==> config.mk <==
export PLATFORM = sky130hd
export DESIGN_NAME = multicycle_controller
export DESIGN_NICKNAME = d
export VERILOG_FILES = /design/src/rtl/ctrl_pkg.sv /design/src/rtl/opcode_classifier.sv /design/src/rtl/multicycle_controller.sv
export SDC_FILE = /design/constraint.sdc
export NUM_CORES = 1
export LEC_CHECK = 0
export ABC_AREA = 1
export CAP_MARGIN = 15
export CORE_ASPECT_RATIO = 0.9
export CORE_MARGIN = 4
export CORE_UTILIZATION = 40
export CTS_CLUSTER_DIAMETER = 120
export CTS_CLUSTER_SIZE = 8
export DETAILED_ROUTE_END_ITERATION = 7
export PLACE_DENSITY = 0.73
export SYNTH_ARGS = -nofsm -noshare
export SYNTH_HDL_FRONTEND = slang
export SYNTH_SLANG_ARGS = --single-unit
==> constraint.sdc <==
create_clock -name clk -period 1.3 [get_ports clk]
set_clock_uncertainty 0.15 [all_clocks]
set_input_delay 0.26 -clock clk [delete_from_list [all_inputs] [get_ports clk]]
set_output_delay 0.26 -clock clk [all_outputs]
set_load 0.03 [all_outputs]
==> src/rtl/ctrl_pkg.sv <==
// ctrl_pkg: shared types for the multicycle control unit.
// Opcode map, FSM states, instruction classes and mux encodings.
package ctrl_pkg;

  localparam logic [6:0] OP_R     = 7'b0110011;
  localparam logic [6:0] OP_I     = 7'b0010011;
  localparam logic [6:0] OP_LUI   = 7'b0110111;
  localparam logic [6:0] OP_AUIPC = 7'b0010111;
  localparam logic [6:0] OP_LW    = 7'b0000011;
  localparam logic [6:0] OP_SW    = 7'b0100011;
  localparam logic [6:0] OP_BR    = 7'b1100011;
  localparam logic [6:0] OP_JAL   = 7'b1101111;
  localparam logic [6:0] OP_JALR  = 7'b1100111;

  typedef enum logic [2:0] {
    FETCH, DECODE, EXEC, MEM, WB, HALT
  } state_t;

  typedef enum logic [3:0] {
    CL_NONE, CL_R, CL_I, CL_LUI, CL_AUIPC,
    CL_LW, CL_SW, CL_BR, CL_JAL, CL_JALR
  } class_t;

  localparam logic [1:0] ALU_ADD   = 2'b00;
  localparam logic [1:0] ALU_BR    = 2'b01;
  localparam logic [1:0] ALU_FUNCT = 2'b10;
  localparam logic [1:0] ALU_LUI   = 2'b11;

  localparam logic [1:0] WB_ALU  = 2'b00;
  localparam logic [1:0] WB_MEM  = 2'b01;
  localparam logic [1:0] WB_LINK = 2'b10;

endpackage

==> src/rtl/opcode_classifier.sv <==
// opcode_classifier: maps the 7-bit opcode to an instruction class.
// Purely combinational; valid is low for opcodes outside RV32I subset.
module opcode_classifier
  import ctrl_pkg::*;
(
  input  logic [6:0] opcode,
  output class_t     cls,
  output logic       valid
);

  // Opcode lookup; anything unlisted is reported as not valid.
  always_comb begin
    cls   = CL_NONE;
    valid = 1'b1;
    unique case (opcode)
      OP_R:     cls = CL_R;
      OP_I:     cls = CL_I;
      OP_LUI:   cls = CL_LUI;
      OP_AUIPC: cls = CL_AUIPC;
      OP_LW:    cls = CL_LW;
      OP_SW:    cls = CL_SW;
      OP_BR:    cls = CL_BR;
      OP_JAL:   cls = CL_JAL;
      OP_JALR:  cls = CL_JALR;
      default:  valid = 1'b0;
    endcase
  end

endmodule

==> src/rtl/multicycle_controller.sv <==
// multicycle_controller: FETCH/DECODE/EXEC/MEM/WB control FSM with
// memory-wait timeout. Macro CTRL_ILLEGAL_TRAP_EN traps undecoded opcodes.
module multicycle_controller
  import ctrl_pkg::*;
#(
  parameter int TIMEOUT_CYCLES = 16,
  parameter int CNT_W          = $clog2(TIMEOUT_CYCLES + 1)
) (
  input  logic       clk,
  input  logic       reset,
  input  logic [6:0] opcode,
  input  logic       imem_ready,
  input  logic       dmem_ready,
  output logic       imem_req,
  output logic       dmem_req,
  output logic       ir_write,
  output logic       pc_write,
  output logic       pc_src,
  output logic       branch,
  output logic       alu_src_a,
  output logic       alu_src,
  output logic [1:0] mem_to_reg,
  output logic       reg_write,
  output logic       mem_read,
  output logic       mem_write,
  output logic [1:0] alu_op,
  output logic       fault,
`ifdef CTRL_ILLEGAL_TRAP_EN
  output logic       illegal_instr,
`endif
  output logic [2:0] state_o
);

  localparam int CW = (CNT_W > 0) ? CNT_W : 1;
  localparam logic [CW-1:0] LIM =
    CW'((TIMEOUT_CYCLES > 0) ? TIMEOUT_CYCLES - 1 : 0);

  state_t  state, nstate;
  class_t  cls_q, cls_d, cls_dec;
  logic    cls_ok;
  logic [CW-1:0] cnt, cnt_d;
  logic    fault_q, fault_d;
  logic    at_limit;
`ifdef CTRL_ILLEGAL_TRAP_EN
  logic    illegal_q, illegal_d;
`endif

  opcode_classifier u_cls (
    .opcode (opcode),
    .cls    (cls_dec),
    .valid  (cls_ok)
  );

  assign at_limit = (TIMEOUT_CYCLES > 0) && (cnt == LIM);

  // State, class, wait counter and sticky flags.
  always_ff @(posedge clk) begin
    if (!reset) begin
      state   <= FETCH;
      cls_q   <= CL_NONE;
      cnt     <= '0;
      fault_q <= 1'b0;
`ifdef CTRL_ILLEGAL_TRAP_EN
      illegal_q <= 1'b0;
`endif
    end else begin
      state   <= nstate;
      cls_q   <= cls_d;
      cnt     <= cnt_d;
      fault_q <= fault_d;
`ifdef CTRL_ILLEGAL_TRAP_EN
      illegal_q <= illegal_d;
`endif
    end
  end

  // Next state and control outputs, all forced low during reset.
  always_comb begin
    nstate     = state;
    cls_d      = cls_q;
    cnt_d      = '0;
    fault_d    = fault_q;
`ifdef CTRL_ILLEGAL_TRAP_EN
    illegal_d  = illegal_q;
`endif
    imem_req   = 1'b0;
    dmem_req   = 1'b0;
    ir_write   = 1'b0;
    pc_write   = 1'b0;
    pc_src     = 1'b0;
    branch     = 1'b0;
    alu_src_a  = 1'b0;
    alu_src    = 1'b0;
    mem_to_reg = WB_ALU;
    reg_write  = 1'b0;
    mem_read   = 1'b0;
    mem_write  = 1'b0;
    alu_op     = ALU_ADD;

    if (state == EXEC || state == MEM || state == WB) begin
      unique case (cls_q)
        CL_R:     alu_op = ALU_FUNCT;
        CL_I: begin
          alu_src = 1'b1;
          alu_op  = ALU_FUNCT;
        end
        CL_LUI: begin
          alu_src = 1'b1;
          alu_op  = ALU_LUI;
        end
        CL_AUIPC: begin
          alu_src_a = 1'b1;
          alu_src   = 1'b1;
        end
        CL_LW, CL_SW: alu_src = 1'b1;
        CL_BR:    alu_op = ALU_BR;
        default: ;
      endcase
    end

    unique case (state)
      FETCH: begin
        imem_req = 1'b1;
        if (imem_ready) begin
          ir_write = 1'b1;
          pc_write = 1'b1;
          nstate   = DECODE;
        end else if (at_limit) begin
          fault_d = 1'b1;
          nstate  = HALT;
        end else begin
          cnt_d = cnt + 1'b1;
        end
      end
      DECODE: begin
        if (cls_ok) begin
          cls_d  = cls_dec;
          nstate = EXEC;
        end else begin
`ifdef CTRL_ILLEGAL_TRAP_EN
          illegal_d = 1'b1;
          nstate    = HALT;
`else
          nstate    = FETCH;
`endif
        end
      end
      EXEC: begin
        unique case (cls_q)
          CL_LW, CL_SW: nstate = MEM;
          CL_BR: begin
            branch = 1'b1;
            pc_src = 1'b1;
            nstate = FETCH;
          end
          CL_JAL, CL_JALR: begin
            pc_write = 1'b1;
            pc_src   = 1'b1;
            nstate   = WB;
          end
          CL_NONE: nstate = FETCH;
          default: nstate = WB;
        endcase
      end
      MEM: begin
        dmem_req  = 1'b1;
        mem_read  = (cls_q == CL_LW);
        mem_write = (cls_q == CL_SW);
        if (dmem_ready) begin
          nstate = (cls_q == CL_LW) ? WB : FETCH;
        end else if (at_limit) begin
          fault_d = 1'b1;
          nstate  = HALT;
        end else begin
          cnt_d = cnt + 1'b1;
        end
      end
      WB: begin
        reg_write = 1'b1;
        if (cls_q == CL_LW)
          mem_to_reg = WB_MEM;
        else if (cls_q == CL_JAL || cls_q == CL_JALR)
          mem_to_reg = WB_LINK;
        nstate = FETCH;
      end
      HALT:    nstate = HALT;
      default: nstate = FETCH;
    endcase

    if (!reset) begin
      imem_req   = 1'b0;
      dmem_req   = 1'b0;
      ir_write   = 1'b0;
      pc_write   = 1'b0;
      pc_src     = 1'b0;
      branch     = 1'b0;
      alu_src_a  = 1'b0;
      alu_src    = 1'b0;
      mem_to_reg = WB_ALU;
      reg_write  = 1'b0;
      mem_read   = 1'b0;
      mem_write  = 1'b0;
      alu_op     = ALU_ADD;
    end
  end

  assign state_o = reset ? state : FETCH;
  assign fault   = reset & fault_q;
`ifdef CTRL_ILLEGAL_TRAP_EN
  assign illegal_instr = reset & illegal_q;
`endif

endmodule
==> run summary, run 1 <==
Worst endpoint, post-GRT repair: mem_write
CTS Buf Count: 3
Initial Util: 43.42%
adder and majority gate portion of the synthesized area: 1.285%
RePlAce Congestion: 0.8594
Sink Count: 13
flops & latches, synth: 13
average cell area after synthesis: 5.829 µm²
Synth Area in XOR/XNOR: 0.8997%
Distinct cells, synth: 26
multiplexer share of the synthesized area: 0%
die height: 54.80 µm
syn_nets: 179
io pins: 30
post-synthesis simple-gate area fraction: 45.76%
H-tree depth: 1
Tool Error: [ERROR DPL-0038] Utilization greater than 100%, impossible to legalize
# rows: 16
Post-Synthesis Cells: 167
clk root buf: clkbuf_4
largest family of logic cells by synthesized area: simple AND/OR/NAND/NOR gates
HPWL Detailed: 2669 µm
post-synthesis sequential area ratio: 26.74%
maximum root-to-sink buffer count: 2
die width: 60 µm
outcome: stopped before the end
Ys Warns: 0
Post-Place Worst Slack: -0.6716 ns
# port buffers: 29
Failed at: global routing
Compound-Gate Fraction of Synth Area: 12.34%
WEP type: top-level output
pin count of the biggest net entering global routing: 8
synthesized cell area: 973.4 µm²
CTS Hold Bufs: 0
cell usage after synthesis, drive strengths merged:
cell    instances  area share, %
a211oi          2            1.5
a21boi          1           0.77
a21oi           8            4.1
a41oi           1           0.90
and2            1           0.64
buf             2            1.0
clkbuf          1           0.39
dfxtp          13             27
ha              1            1.3
inv            30             12
nand2          38             15
nand3           9            4.6
nand4           1           0.64
nor2           37             15
nor3           12            8.2
nor4            2            1.9
o211ai          1           0.77
o21ai           5            3.0
o31ai           1            1.3
xor2            1           0.90
stage by stage:
stage	util (%)	hold WS, ns	area [µm²]	std cells	setup TNS (ns)
2_1_floorplan	-	0.2449	1247	167	-2.699
3_3_place_gp	79.97	0.3095	1793	259	-15.06
3_5_place_dp	79.97	0.3237	1793	259	-15.96
4_1_cts	96.48	0.3306	2163	276	-10.20
cell families after synthesis:
family                   Yosys count
flip-flops                        13
AND/OR/NAND/NOR                  100
adder cells (fa/ha/maj)            1
XOR/XNOR                           1
AO/OA/AOI/OAI                     19
buffers and inverters             33
timing repair:
item,CTS
setup buffers,14
pin swaps,28
resized for setup,88
endpoints found under the setup margin,32
==> run 2: changes to the inputs <==
Settings changed: CORE_ASPECT_RATIO 0.9 to not set, CORE_UTILIZATION 40 to 25, CTS_CLUSTER_DIAMETER 120 to not set, CTS_CLUSTER_SIZE 8 to not set, PLACE_DENSITY 0.73 to not set, PLACE_DENSITY_LB_ADDON set to 0.15.
Clock period 1.3 ns to 1.7 ns, I/O delays scaled along.
==> run summary, run 2 <==
RePlAce Congestion: 0.8358 (-2.7%)
Highest Clock Rate: 542.3 MHz
failing checks: negative setup slack
initial antenna violation count: 0
Worst setup EP type: output port
outcome: finished, violations left
Reg power frac: 39.6%
Sw Pwr: 234.8 µW
Final Hold Vio Count: 0
Die ar.: 4956 µm²
flop2flop setup slack: 0.12 ns
Synth area leader: dfxtp_1
Arr. time, crit path: 1.35 ns
setup ws final: -0.1440 ns
Max Cap Violations: 0
Initial Util: 26.20% (-17 points)
Async SR Flop Fraction: 0% (unchanged)
remaining antenna violation count: 0
Reg with most FFs: cnt
Ys Warns: 0 (unchanged)
Synth top cells by count: 36 x nand2_1, 36 x nor2_1, 25 x inv_1
Gate power share: 25.9%
clock latency on the worst-skew pair: 0.24 ns
top cell type's share of synthesized area: 26.74% (unchanged)
Post-Synthesis Cells: 167 (unchanged)
Total Power: 794.8 µW
number of flops mapped to enable cells by yosys: 0 (unchanged)
flops & latches, synth: 13 (unchanged)
period utilisation layout: 108.5%
minimum clock period: 1.844 ns
fillers: 385
Worst Hold Endpoint: cnt[0]
Setup TNS: -1.019 ns
Hold Path Class: flop to flop
R2R depth: 9
commonest non-fill, non-tap cell in the layout: buf_4
internal power: 560.0 µW
Hold Crit Depth: 1
leak pwr: 0.8924 nW
# DRC: 0
syn_nets: 179 (unchanged)
Crit Path Max Fanout: 3
max FFs per register: 5
Final setup viols: 12
worst r2r src: state[1]
# rows: 22 (+6)
CTS Hold Bufs: 0 (unchanged)
r2r endpoint: fault_q
CTS Buf Count: 3 (unchanged)
drt wl/cell: 10.44 µm
first-pass GRT wire length: 4788 µm
CTS tree: yes
clock slew at reported path FFs: 0.06 ns
maximum root-to-sink buffer count: 2 (unchanged)
worst setup path class: flop to output port
most frequent cells in the layout: 38 x buf_4, 25 x nand2_1, 22 x nor2_1
HPWL Detailed: 2283 µm (-14%)
Regs by FF count: cnt (5), cls_q (4), state (3)
Sink Count: 13 (unchanged)
core area: 3716 µm²
vias in the first global route: 1168
die width: 70.40 µm (+17%)
sw frac: 29.54%
clk root buf: clkbuf_8
RSZ-0062 raised after global routing: yes
Worst Setup Start Kind: flop
Via Count: 1247
io pins: 30 (unchanged)
Distinct cells, synth: 26 (unchanged)
Hold Startpoint: cnt[0]
synthesis-to-finish area growth: 95.50%
Slew Limit Fails: 0
H-tree depth: 1 (unchanged)
Overall Global Routing Usage: 11.65%
top cells by area, synth: dfxtp_1 27%, nand2_1 14%, nor2_1 14%
CP required: 1.21 ns
# port buffers: 29 (unchanged)
vias per cell: 4.486
worst hold slack: 0.2928 ns
Max VDD drop: 0.2357 mV
Final #Nets: 243
synthesized cell area: 973.4 µm² (unchanged)
die height: 70.40 µm (+28%)
Synth Flop Type: dfxtp_1
average cell area after synthesis: 5.829 µm² (unchanged)
Antenna diodes: 0
PD cells: 417.6 nW/µm²
post-synthesis sequential area ratio: 26.74% (unchanged)
gr ovfl total: 0
drt pass-1 iters: 4
clock share of power: 34.5%
routed wire length: 2903 µm
Rel. slew slack: 75.93%
pin count of the biggest net entering global routing: 10
Starting DRT DRC Count: 41
Least-Margin Pin Slew: 0.3599 ns
layout cells sized above 1: 54.78%
==> run 2: cell counts after synthesis <==
No cell type changed its count.
==> run 2: logic make-up after synthesis <==
logic type	count (synthesis)	synth area share (%)
and+or+nand+nor	100	45.76
AOI/OAI and AO/OA	19	12.34
adders and majority gates	1	1.285
DFF	13	26.74
buffers and inverters	33	12.98
xor gates and xnor gates	1	0.8999
==> run 2: power by group through the flow <==
stage               Combinational (mW)  Sequential, mW  Clock (mW)
floorplan                       0.0889           0.323           0
global placement                 0.163           0.324           0
global route                     0.224           0.316       0.294
CTS                              0.189           0.316       0.283
finish                           0.206           0.315       0.274
detailed placement               0.165           0.324           0
==> run 2: metrics by stage <==
stage | worst slack (ns) | cell area, µm² | instances | util, %
6_report | -0.1440 | 1903 | 278 | 51.21
3_3_place_gp | -0.3606 | 1548 | 266 | 41.65
3_5_place_dp | -0.4126 | 1548 | 266 | 41.65
2_1_floorplan | -0.2052 | 1071 | 167 | -
4_1_cts | -0.1479 | 1782 | 274 | 47.95
5_1_grt | -0.2102 | 1903 | 278 | 51.21
==> run 2: worst max-delay path, stage by stage (launching register included) <==
cell	delay [ns]
dfxtp_4	0.36
nor2_4	0.14
a21oi_2	0.07
nor2_2	0.12
nand2_2	0.10
a211oi_4	0.17
buf_6	0.16
==> run 2: how the worst max path moves through the flow <==
stage / startpoint / cells past startpoint / endpoint
after floorplan: reset / 5 / alu_op[1]
after global placement: reset / 6 / alu_src
after detailed placement: reset / 6 / alu_src
after CTS: state[2] / 6 / alu_src
after global routing: state[1] / 6 / alu_src
final: state[1] / 6 / alu_src
==> run 2: metal layers <==
| metal | global-route usage, % | wire length, µm | vias up |
|---|---|---|---|
| li1 | - | - | 654 |
| met1 | 12.63 | 1229 | 564 |
| met2 | 21.73 | 1527 | 27 |
| met3 | 2.446 | 124 | 2 |
| met4 | 4.468 | 21 | 0 |
| met5 | 0 | 0 | - |
==> run 2: timing repair <==
item / CTS / global route
resized for setup: 55 / 29
buffers inserted: 4 / 4
pin swaps: 8 / 11
setup endpoints to repair: 19 / 25
==> run 2: final cells by class <==
type                            instances  area (µm²)  share of cell area (%)
Clock buffer                            3       41.29                   2.170
Clock inverter                          1       5.005                  0.2630
Inverter                               30       120.1                   6.312
Multi-Input combinational cell        121       840.8                   44.18
Sequential cell                        13       280.3                   14.73
Tap cell                               48       60.06                   3.156
Timing Repair Buffer                   62       555.5                   29.19
No activity file was read; power rests on OpenSTA's default activity.
==> variant 1 (config.mk and constraints of run 2) <==
Add a define of `CTRL_ILLEGAL_TRAP_EN`.
--- a/src/rtl/multicycle_controller.sv
+++ b/src/rtl/multicycle_controller.sv
@@ -1,5 +1,7 @@
 // multicycle_controller: FETCH/DECODE/EXEC/MEM/WB control FSM with
 // memory-wait timeout. Macro CTRL_ILLEGAL_TRAP_EN traps undecoded opcodes.
+`define CTRL_ILLEGAL_TRAP_EN
+
 module multicycle_controller
   import ctrl_pkg::*;
 #(
Behaviour (old outputs only; new: illegal_instr): not the same (Yosys sat finds a counterexample within 4 cycles, from zero or initial values and one cycle with reset low).
==> variant 1 against run 2 <==
The run still ends with negative setup slack left; routed wire length rose by 14%; hold slack got worse by 2.8 ps; core utilization fell by 0.79 points; sequential share of layout area fell by 0.48 points; count of clock-buffer cells in the layout rose by 1; synthesized area rose by 14%; worst setup slack got worse by 33 ps; sequential cell count rose by 1; final area rose by 9.8%.
Power is not compared: it rests on default switching activity, and its combinational part moved more than twofold at a synthesized area within 25%.
==> variant 1: results (changes against run 2) <==
status=finished with violations (unchanged); failing checks=negative setup slack (unchanged); setup ws final=-177 ps (was -144 ps); XOR/XNOR Fraction of Synth Area=1.58% (was 0.900%); WL/cell=11.0 um (was 10.4 um); via count=1,316 (was 1,247); reg2reg end=state[1] (was fault_q); top cells by area, synth=dfxtp_1 25%, nand2_1 12%, nor2_1 12% (was dfxtp_1 27%, nand2_1 14%, nor2_1 14%); GR Util met2=20.7% (was 21.7%); Compound-Gate Fraction of Synth Area=8.37% (was 12.3%); Nets=265 (was 243); final setup TNS=-1290 ps (was -1020 ps); post-placement cell area=0.00171 sq mm (was 0.00155 sq mm); Die X=74.5 um (was 70.4 um); GR Util met1=16.5% (was 12.6%); reg-to-reg slack, setup=80 ps (was 120 ps); CP Max Fanout=4 (was 3); count of different cell masters after synthesis=28 (was 26); share of cells above drive strength 1=58.3% (was 54.8%); Final GP Congestion=0.829 (was 0.836); sequential cell area fraction in the yosys report=25.3% (was 26.7%); gr usage total=12.5% (was 11.7%); Syn Nets=190 (was 179); Register-to-Register Path Depth=10 (was 9); Syn Area/Cell=6.21 sq um (was 5.83 sq um); initial DRC count=58 (was 41); pin count of the biggest net entering global routing=9 (was 10); M3 GR Usage=1.62% (was 2.45%); Final setup viols=16 (was 12); pre-CTS WS=-380 ps (was -413 ps); R2R Path Start=state[0] (was state[1]); area share of fa/ha/maj cells after synthesis=1.13% (was 1.29%); Commonest cells post-synth=36 x nand2_1, 35 x nor2_1, 24 x inv_1 (was 36 x nand2_1, 36 x nor2_1, 25 x inv_1); PortBufs=30 (was 29); first-pass GRT wire length=5450 um (was 4790 um); placed cells=289 (was 266)
[variant 1: worst min path at each step]
stage,start,to,slack [ps],depth (start not counted)
floorplan,fault_q,fault_q,270,2
global placement,cnt[4],cnt[4],290,2
detailed placement,cnt[4],cnt[4],290,2
CTS,cnt[4],cnt[4],290,2
global route,cnt[4],cnt[4],330,2
finish,cnt[4],cnt[4],290,2
[variant 1: final cells by class]
| class | instances | area [sq um] |
|---|---|---|
| Multi-Input combinational cell | 133 | 925 |
| Tap cell | 50 | 62.6 |
| Fill cell | 426 | 2050 |
| Clock buffer | 4 | 55.1 |
| Inverter | 30 | 116 |
| Timing Repair Buffer | 71 | 633 |
| Sequential cell | 14 | 298 |
[variant 1: timing repair]
item,4_1_cts,5_1_grt
pin swaps,8,20
setup buffers,7,3
hold buffers,0,0
setup endpoints to repair,20,21
gates resized for setup,41,41
[variant 1: logic make-up (layout without fill, tap and decap cells)]
| group | count (synthesis) | in the layout |
|---|---|---|
| compound gates | 14 | 14 |
| flops | 14 | 14 |
| simple gates | 116 | 116 |
| buf+inv | 31 | 105 |
| fa+ha+maj | 1 | 1 |
| xor+xnor | 2 | 2 |
[variant 1: power by group through the flow]
stage          combinational [uW]  clock (uW)  sequential [uW]
2_1_floorplan                 221           0              381
3_3_place_gp                  402           0              373
3_5_place_dp                  402           0              374
4_1_cts                       477         344              371
5_1_grt                       583         358              374
6_report                      536         339              371
[variant 1: critical path: cells and delay by family (launching register included)]
family                 cells  cell delay [ps]
AOI/OAI and AO/OA          1               80
buffers and inverters      1              150
DFF                        1              360
and+or+nand+nor            4              540
[variant 1: layer usage]
layer / part of all wire, % / up-vias
met5: 0 / -
met4: 1.1 / 0
met3: 3.9 / 4
met2: 49 / 22
met1: 46 / 582
li1: - / 708
==> variant 2 (config.mk and constraints of run 2) <==
Without the edit above. Encoding of `class_t`: now one-hot (10 bits for 10 values).
--- a/src/rtl/ctrl_pkg.sv
+++ b/src/rtl/ctrl_pkg.sv
@@ -16,9 +16,9 @@
     FETCH, DECODE, EXEC, MEM, WB, HALT
   } state_t;
 
-  typedef enum logic [3:0] {
-    CL_NONE, CL_R, CL_I, CL_LUI, CL_AUIPC,
-    CL_LW, CL_SW, CL_BR, CL_JAL, CL_JALR
+  typedef enum logic [9:0] {
+    CL_NONE = 10'b0000000001, CL_R = 10'b0000000010, CL_I = 10'b0000000100, CL_LUI = 10'b0000001000, CL_AUIPC = 10'b0000010000,
+    CL_LW = 10'b0000100000, CL_SW = 10'b0001000000, CL_BR = 10'b0010000000, CL_JAL = 10'b0100000000, CL_JALR = 10'b1000000000
   } class_t;
 
   localparam logic [1:0] ALU_ADD   = 2'b00;
Function: no difference found for any inputs over 10 cycles, from zero or initial values and one cycle with reset low; not proved beyond that.
==> variant 2 against run 2 <==
The flow still finishes with violations (negative setup slack); power up 28%; count of clock-buffer cells in the layout is the same; final area increased by 25%; clock power is 11% higher; routed wire length increased by 32%; non-clock buffer count rose by 14; via count rose by 27%; worst setup slack got worse by 130 ps; sequential power increased by 47%; synthesized cell count is 30% higher; register-to-register slack better by 40 ps; sequential cell count grew 6; synthesized area rose by 37%; combinational power is 21% higher; critical endpoint is now alu_op[0].
==> variant 2: results (changes against run 2) <==
via count=1,584 (was 1,247); pre-CTS WS=-429 ps (was -413 ps); Signal buffers=76 (was 62); Nets=308 (was 243); Worst Setup SP=cls_q[9] (was state[1]); CP endpoint=alu_op[0] (was alu_src); failing checks=negative setup slack (unchanged); first-pass GRT wire length=6500 um (was 4790 um); top cells by area, synth=dfxtp_1 29%, nand2_1 14%, nor2_1 12% (was dfxtp_1 27%, nand2_1 14%, nor2_1 14%); Core Util, Final=46.3% (was 51.2%); fraction of area in non-clock buffers=28.8% (was 29.2%); share of cells above drive strength 1=48.1% (was 54.8%); number of multi-input logic gates=161 (was 121); Num Clock Sinks=19 (was 13); Syn Area/Cell=6.13 sq um (was 5.83 sq um); Hold WS=294 ps (was 293 ps); clock-cell share of area=1.94% (was 2.43%); Worst VDD drop=0.296 mV (was 0.236 mV); Slowest cell on crit path=dfxtp_2 (was dfxtp_4); WHS Path Cells=2 (was 1); area of the multi-input gates=0.00103 sq mm (was 841 sq um); Commonest cells post-synth=48 x nand2_1, 42 x nor2_1, 32 x inv_1 (was 36 x nand2_1, 36 x nor2_1, 25 x inv_1); worst hold path startpoint=cnt[4] (was cnt[0]); Largest regs=cls_q x10, cnt x5, state x3 (was cnt x5, cls_q x4, state x3); worst relative slew slack=79.3% (was 75.9%); core area=0.00514 sq mm (was 0.00372 sq mm); placed cells=350 (was 266); reg-to-reg slack, setup=160 ps (was 120 ps); post-placement cell area=0.00200 sq mm (was 0.00155 sq mm); setup ws final=-277 ps (was -144 ps); CP Max Fanout=2 (was 3); vias in the first global route=1,491 (was 1,168); Final setup viols=11 (was 12); final wirelength=3820 um (was 2900 um); Sw Share=28.2% (was 29.5%); Pwr Density=427 mW/mm^2 (was 418 mW/mm^2); Final GP Congestion=0.868 (was 0.836); Hold EP=cnt[4] (was cnt[0]); Crit path max-delay family=buffers and inverters (was flip-flops); reg2reg end=state[2] (was fault_q); Sequential cell area=393 sq um (was 280 sq um); status=finished with violations (unchanged); R2R Path Start=cls_q[0] (was state[1]); post-cts resize count=45 (was 55); fillcell total=555 (was 385); Setup Buffers After CTS=6 (was 4); gr usage total=12.1% (was 11.7%); CP peak stage delay=340 ps (was 360 ps); Signal inverters=35 (was 30)
-- variant 2: cell types whose count changed after synthesis, moves of 4 or more --
| cell | run 2 | this run |
|---|---|---|
| nor2_1 | 36 | 42 |
| nand4_1 | 1 | 8 |
| nor3_2 | 4 | 0 |
| dfxtp_1 | 13 | 19 |
| nand2_1 | 36 | 48 |
| inv_1 | 25 | 32 |
| a21oi_1 | 8 | 12 |
| nand3_1 | 9 | 16 |
-- variant 2: metal layers --
| metal | vias up | part of all wire (%) | track usage, % |
|---|---|---|---|
| li1 | 861 | - | - |
| met1 | 691 | 48 | 15.9 |
| met2 | 26 | 48 | 20.9 |
| met3 | 6 | 3.1 | 1.66 |
| met4 | 0 | 1.4 | 2.87 |
| met5 | - | 0 | 0 |
-- variant 2: logic make-up (layout without fill, tap and decap cells) --
logic type	after synthesis	in the layout	share of synthesized area (%)
compound gates	23	23	10.2
simple gates	133	135	46.2
fa+ha+maj	1	1	0.941
buf+inv	39	115	12.8
flops	19	19	28.6
xor+xnor	2	2	1.32
